`config.mk`:
```
export PLATFORM = sky130hd
export DESIGN_NAME = id_ex_stage
export DESIGN_NICKNAME = d
export VERILOG_FILES = /design/src/rtl/pipe_pkg.sv /design/src/rtl/sat_counter.sv /design/src/rtl/id_ex_stage.sv
export SDC_FILE = /design/constraint.sdc
export NUM_CORES = 1
export LEC_CHECK = 0
export CORE_ASPECT_RATIO = 1.1
export CORE_MARGIN = 5
export CORE_UTILIZATION = 40
export CTS_BUF_LIST = sky130_fd_sc_hd__clkbuf_4 sky130_fd_sc_hd__clkbuf_8 sky130_fd_sc_hd__clkbuf_16
export CTS_CLUSTER_DIAMETER = 50
export DETAILED_ROUTE_END_ITERATION = 16
export PLACE_DENSITY = 0.88
export REMOVE_ABC_BUFFERS = 1
export SYNTH_ARGS = -nofsm -noshare
export SYNTH_HDL_FRONTEND = slang
export SYNTH_SLANG_ARGS = --single-unit
```
`constraint.sdc`:
```
create_clock -name clk -period 2.8 [get_ports clk]
set_input_delay 0.56 -clock clk [delete_from_list [all_inputs] [get_ports clk]]
set_output_delay 0.56 -clock clk [all_outputs]
set_load 0.03 [all_outputs]
```
`src/rtl/pipe_pkg.sv`:
```
// Shared types and encodings for the ID/EX pipeline register slice.
// Holds the control bundle layout, the ALUOp/RWSel codes, the stage FSM states and the load-use check.
package pipe_pkg;

  typedef struct packed {
    logic       alusrc;
    logic       memtoreg;
    logic       regwrite;
    logic       memread;
    logic       memwrite;
    logic [1:0] aluop;
    logic       branch;
    logic       jalrsel;
    logic [1:0] rwsel;
  } ctrl_t;

  localparam logic [1:0] ALUOP_MEM = 2'b00;
  localparam logic [1:0] ALUOP_BR  = 2'b01;
  localparam logic [1:0] ALUOP_RI  = 2'b10;
  localparam logic [1:0] ALUOP_JL  = 2'b11;

  localparam logic [1:0] RW_ALU    = 2'b00;
  localparam logic [1:0] RW_PC4    = 2'b01;
  localparam logic [1:0] RW_IMM    = 2'b10;
  localparam logic [1:0] RW_PCIMM  = 2'b11;

  typedef enum logic [1:0] {
    RUN     = 2'd0,
    LU_WAIT = 2'd1,
    HOLD_ST = 2'd2
  } stage_state_t;

  // A load in EX whose destination feeds either source of the instruction in ID.
  function automatic logic load_use(input logic       ex_valid,
                                    input logic       ex_memread,
                                    input logic [4:0] ex_rd,
                                    input logic [4:0] rs1,
                                    input logic [4:0] rs2);
    return ex_valid & ex_memread & (ex_rd != 5'd0) & ((ex_rd == rs1) | (ex_rd == rs2));
  endfunction

endpackage

```
`src/rtl/sat_counter.sv`:
```
// Saturating up-counter with synchronous clear; holds at all-ones instead of wrapping.
module sat_counter #(
  parameter int CNT_W = 16
) (
  input  logic             clk,
  input  logic             clear,
  input  logic             inc,
  output logic [CNT_W-1:0] count
);

  localparam logic [CNT_W-1:0] CNT_ONE = {{(CNT_W-1){1'b0}}, 1'b1};
  localparam logic [CNT_W-1:0] CNT_MAX = {CNT_W{1'b1}};

  // Count events, sticking at the maximum value.
  always_ff @(posedge clk) begin
    if (clear) begin
      count <= {CNT_W{1'b0}};
    end else if (inc && (count != CNT_MAX)) begin
      count <= count + CNT_ONE;
    end else begin
      count <= count;
    end
  end

endmodule

```
`src/rtl/id_ex_stage.sv`:
```
// ID/EX pipeline register with load-use bubble insertion, EX flush, memory-side hold
// and saturating bubble/flush statistics.
module id_ex_stage
  import pipe_pkg::*;
#(
  parameter int XLEN  = 32,
  parameter int CNT_W = 16
) (
  input  logic             clk,
  input  logic             reset,
  input  ctrl_t            id_ctrl,
  input  logic [XLEN-1:0]  id_pc,
  input  logic [XLEN-1:0]  id_rd1,
  input  logic [XLEN-1:0]  id_rd2,
  input  logic [XLEN-1:0]  id_imm,
  input  logic [4:0]       id_rs1,
  input  logic [4:0]       id_rs2,
  input  logic [4:0]       id_rd,
  input  logic [2:0]       id_funct3,
  input  logic [6:0]       id_funct7,
  input  logic             flush,
  input  logic             hold,
  output ctrl_t            ex_ctrl,
  output logic [XLEN-1:0]  ex_pc,
  output logic [XLEN-1:0]  ex_rd1,
  output logic [XLEN-1:0]  ex_rd2,
  output logic [XLEN-1:0]  ex_imm,
  output logic [4:0]       ex_rs1,
  output logic [4:0]       ex_rs2,
  output logic [4:0]       ex_rd,
  output logic [2:0]       ex_funct3,
  output logic [6:0]       ex_funct7,
  output logic             ex_valid,
  output logic             stall_if,
  output logic [CNT_W-1:0] bubble_cnt,
  output logic [CNT_W-1:0] flush_cnt
);

  stage_state_t state_r;
  stage_state_t ret_state_r;
  stage_state_t cur_state_s;
  stage_state_t next_state_s;
  logic         flush_pending_r;
  logic         flush_eff_s;
  logic         lu_s;
  logic         bubble_inc_s;
  logic         flush_inc_s;

  // Hazard detection, stall request and next-state selection.
  always_comb begin
    flush_eff_s  = flush | flush_pending_r;
    lu_s         = load_use(ex_valid, ex_ctrl.memread, ex_rd, id_rs1, id_rs2);
    stall_if     = hold | (~flush_eff_s & lu_s);
    bubble_inc_s = ~hold & ~flush_eff_s & lu_s;
    flush_inc_s  = ~hold & flush_eff_s;
    // Leaving a hold resumes whatever state was interrupted.
    cur_state_s  = (state_r == HOLD_ST) ? ret_state_r : state_r;
    next_state_s = RUN;
    case (cur_state_s)
      RUN:     next_state_s = (!flush_eff_s && lu_s) ? LU_WAIT : RUN;
      LU_WAIT: next_state_s = RUN;
      default: next_state_s = RUN;
    endcase
  end

  // Pipeline register, pending-flush latch and FSM state.
  always_ff @(posedge clk) begin
    if (reset) begin
      ex_ctrl         <= '0;
      ex_pc           <= '0;
      ex_rd1          <= '0;
      ex_rd2          <= '0;
      ex_imm          <= '0;
      ex_rs1          <= 5'd0;
      ex_rs2          <= 5'd0;
      ex_rd           <= 5'd0;
      ex_funct3       <= 3'd0;
      ex_funct7       <= 7'd0;
      ex_valid        <= 1'b0;
      flush_pending_r <= 1'b0;
      state_r         <= RUN;
      ret_state_r     <= RUN;
    end else if (hold) begin
      if (flush) begin
        flush_pending_r <= 1'b1;
      end
      if (state_r != HOLD_ST) begin
        ret_state_r <= state_r;
      end
      state_r <= HOLD_ST;
    end else begin
      // Data fields follow ID even for bubbles; ctrl=0 keeps them harmless.
      ex_pc           <= id_pc;
      ex_rd1          <= id_rd1;
      ex_rd2          <= id_rd2;
      ex_imm          <= id_imm;
      ex_rs1          <= id_rs1;
      ex_rs2          <= id_rs2;
      ex_rd           <= id_rd;
      ex_funct3       <= id_funct3;
      ex_funct7       <= id_funct7;
      flush_pending_r <= 1'b0;
      state_r         <= next_state_s;
      if (flush_eff_s || lu_s) begin
        ex_ctrl  <= '0;
        ex_valid <= 1'b0;
      end else begin
        ex_ctrl  <= id_ctrl;
        ex_valid <= 1'b1;
      end
    end
  end

  sat_counter #(.CNT_W(CNT_W)) u_bubble_cnt (
    .clk   (clk),
    .clear (reset),
    .inc   (bubble_inc_s),
    .count (bubble_cnt)
  );

  sat_counter #(.CNT_W(CNT_W)) u_flush_cnt (
    .clk   (clk),
    .clear (reset),
    .inc   (flush_inc_s),
    .count (flush_cnt)
  );

endmodule
```
==> reports/results.ini <==
[timing]
period_share = 0.9440
fmax_mhz = 378.3
layout_min_cycle_time_ns = 2.643
worst_pin_slew_ns = 1.183
skew_ns = 0.007031
maxSlewViolCount = 0
hold_violations = 0
slew_headroom = 0.2117
setup_viol = 0
whs_ns = 0.4833
setup-tns-final_ns = 0
rsz0062_at_grt = false

[power]
power.density_nw_per_um2 = 557.8
p_leak_nw = 4.895
power_mw = 6.674
ir_drop_mv = 0.4164

[logic_synthesis]
synth_compound_area_frac = 0.05603
syn_area_um2 = 7526
muxShareOfSynthArea = 0.2106
synthSimpleGateAreaFrac = 0.1598
synth_top_family_by_area = multiplexers
synth_xor_area_frac = 0.01862
syn_inst = 746
avgSynthCellArea_um2 = 10.09
synthDistinctLibCells = 41
synthAdderAreaFrac = 0.003325
ys_ff_latch = 198
ys_seq_area_frac = 0.5267
yosysWarningCount = 0

[critical_path]
worstPathArrival_ns = 2.08
cpLargestDelayFamily = simple AND/OR/NAND/NOR gates
worst-setup-path-type = register to output pin
path_max_fanout = 5
crit_path_cell_trace = or4_1, o211ai_1, nor2_1, a21o_1, buf_4
worst_setup_path_end_kind = output pin
critPathMaxStageDelay_ns = 0.61
cp-start-kind = register
required_ns = 2.24
cpMaxStageDelayCell = or4_1
crit_buf_inv = 1

[routing]
vias = 6749
drc = 0
routedWlPerCell_um = 17.80
vias_per_cell = 5.010
detail-route-antenna-nets = 0
initialDrtViolationCount = 380
routed_wl_mm = 23.98
drt_first_pass_iters = 4

[die]
die-area_um2 = 21660
start_util = 0.4073
top_level_ports = 366
core_area_um2 = 18480
die_x_um = 140.8
fp-row-count = 52
die_height_um = 153.9

[clock_tree]
cts_tree = built
ctsLongestPathBuffers = 2
clock-sinks = 198
numCtsBuffers = 17
clockRootBuffer = clkbuf_16
hold_buffers = 0
clk_pin_slew_ns = 0.07
htreeDepth = 4
clk_latency_ns = 0.42

[finish]
area_delta_synth_final_pct = 58.99
drive_above_1_share = 0.04356
layout_commonest_cell = clkdlybuf4s50_1
nNetsFinal = 1259
final_cell_mix = 362 x clkdlybuf4s50_1, 198 x dfxtp_1, 173 x nor2_1
final_util = 0.6475
design_area_um2 = 11970
nFillCells = 1466

[place]
hpwl_mm = 17.83
port_buffers = 365
place_area_um2 = 11360
place.gp.congestion = 0.9066

[global_route]
grt_start_max_net_pins = 143
grt_pass1_wl_mm = 36.49
track_usage = 0.2127
grt_pass1_vias = 6751
grt_overflow = 0
antenna_found_initial = 3

[run]
cap_viol_max_count = 0

[status]
status = finished clean

[hold_path]
hold_path_class = register to register

## Yosys cell counts (all sizes together)
master | number | area, um2
dfxtp | 198 | 3964
nor2 | 173 | 649.4
mux2i | 155 | 1551
clkbuf | 26 | 98.84
buf | 21 | 85.08
a21oi | 19 | 95.09
xor2 | 15 | 131.4
nand3 | 14 | 70.07
nand4 | 14 | 87.58
or4 | 13 | 97.59
o31ai | 12 | 95.09
a22o | 11 | 96.34
o21ai | 9 | 45.04
or3 | 9 | 56.30
nand2 | 8 | 30.03
nor3 | 8 | 40.04
and3 | 6 | 37.54
nor2b | 6 | 37.54
and4 | 4 | 35.03
mux2 | 3 | 33.78
nor4 | 3 | 33.78
a21o | 2 | 15.01
ha | 2 | 25.02
nand2b | 2 | 12.51
o211ai | 2 | 15.01
a22oi | 1 | 7.510
a311oi | 1 | 8.760
and3b | 1 | 8.760
inv | 1 | 3.750
o211a | 1 | 10.01
o21a | 1 | 7.510
o21ba | 1 | 10.01
o21bai | 1 | 7.510
o31a | 1 | 8.760
or2 | 1 | 6.260
xnor2 | 1 | 8.760
## path summary, 6_finish.rpt
| kind | slack (ns) | endpoint | cells past startpoint | start |
|---|---|---|---|---|
| setup / recovery | 0.16 | stall_if | 5 | ex_rd[0]$_SDFFE_PP0N_ |
| hold / removal | 0.48 | ex_ctrl[9]$_SDFFE_PP0N_ | 1 | ex_ctrl[9]$_SDFFE_PP0N_ |
| setup reg to reg | 0.59 | u_bubble_cnt.count[0]$_SDFFE_PP0P_ | 6 | u_bubble_cnt.count[0]$_SDFFE_PP0P_ |
| hold reg to reg | 0.48 | ex_ctrl[9]$_SDFFE_PP0N_ | 1 | ex_ctrl[9]$_SDFFE_PP0N_ |
## area by class of cell
cell class | count | area, um2 | share of cell area
timing repair buffer | 371 | 3726 | 0.3114
clock inverter | 14 | 155.1 | 0.01297
inverter | 1 | 3.754 | 0.0003137
multi-input combinational | 500 | 3374 | 0.2820
antenna | 2 | 5.005 | 0.0004183
tap | 243 | 304.0 | 0.02541
clock buffer | 18 | 432.9 | 0.03618
sequential | 198 | 3964 | 0.3313
## sequential cells by signal (all words and copies together), names as in the netlist
signal              count
u_flush_cnt.count      16
ex_rs1                  5
ex_pc                  32
ex_valid                1
ex_rs2                  5
u_bubble_cnt.count     16
flush_pending_r         1
ex_funct7               7
ex_rd1                 32
ex_rd                   5
ex_rd2                 32
ex_ctrl                11
ex_imm                 32
ex_funct3               3
## what timing repair did
item                                    4_1_cts  5_1_grt
resized for setup                             0        0
hold endpoints to repair                      0        0
endpoints found under the setup margin        1        0
setup buffers                                 1        0
## metrics by stage
stage	setup WS, ns	instances
2_1_floorplan	0.02308	699
3_3_place_gp	0.2209	1312
3_5_place_dp	0.1937	1312
4_1_cts	0.1544	1345
5_1_grt	0.06356	1347
6_report	0.1568	1347
## worst register-to-register path, stage by stage, from the launching register on
cell     delay [ns]
dfxtp_1        0.47
ha_1           0.23
and3_1         0.17
nand3_1        0.16
o31ai_2        0.59
nor3_1         0.16
mux2_2         0.31
## power breakdown
part           internal, mW  total (mW)  switching [mW]  leakage, nW
clock                  1.28        2.46            1.17        0.293
sequential             2.95        3.04          0.0837         1.63
combinational         0.586        1.18           0.593         2.97
## per-layer routing
metal / vias up / part of all wire / GRT usage
met5: - / 0.00054 / 0
met4: 2 / 0.021 / 0.07660
met3: 39 / 0.11 / 0.09910
met2: 274 / 0.49 / 0.3513
met1: 3140 / 0.38 / 0.2411
li1: 3294 / - / -
## logic make-up after synthesis
| family | Yosys count |
|---|---|
| flip-flops | 198 |
| multiplexers | 158 |
| AND/OR/NAND/NOR | 262 |
| buffers and inverters | 48 |
| AO/OA/AOI/OAI | 62 |
| adder cells (fa/ha/maj) | 2 |
| XOR/XNOR | 16 |
Note: power is estimated with default switching activity, not from simulation.
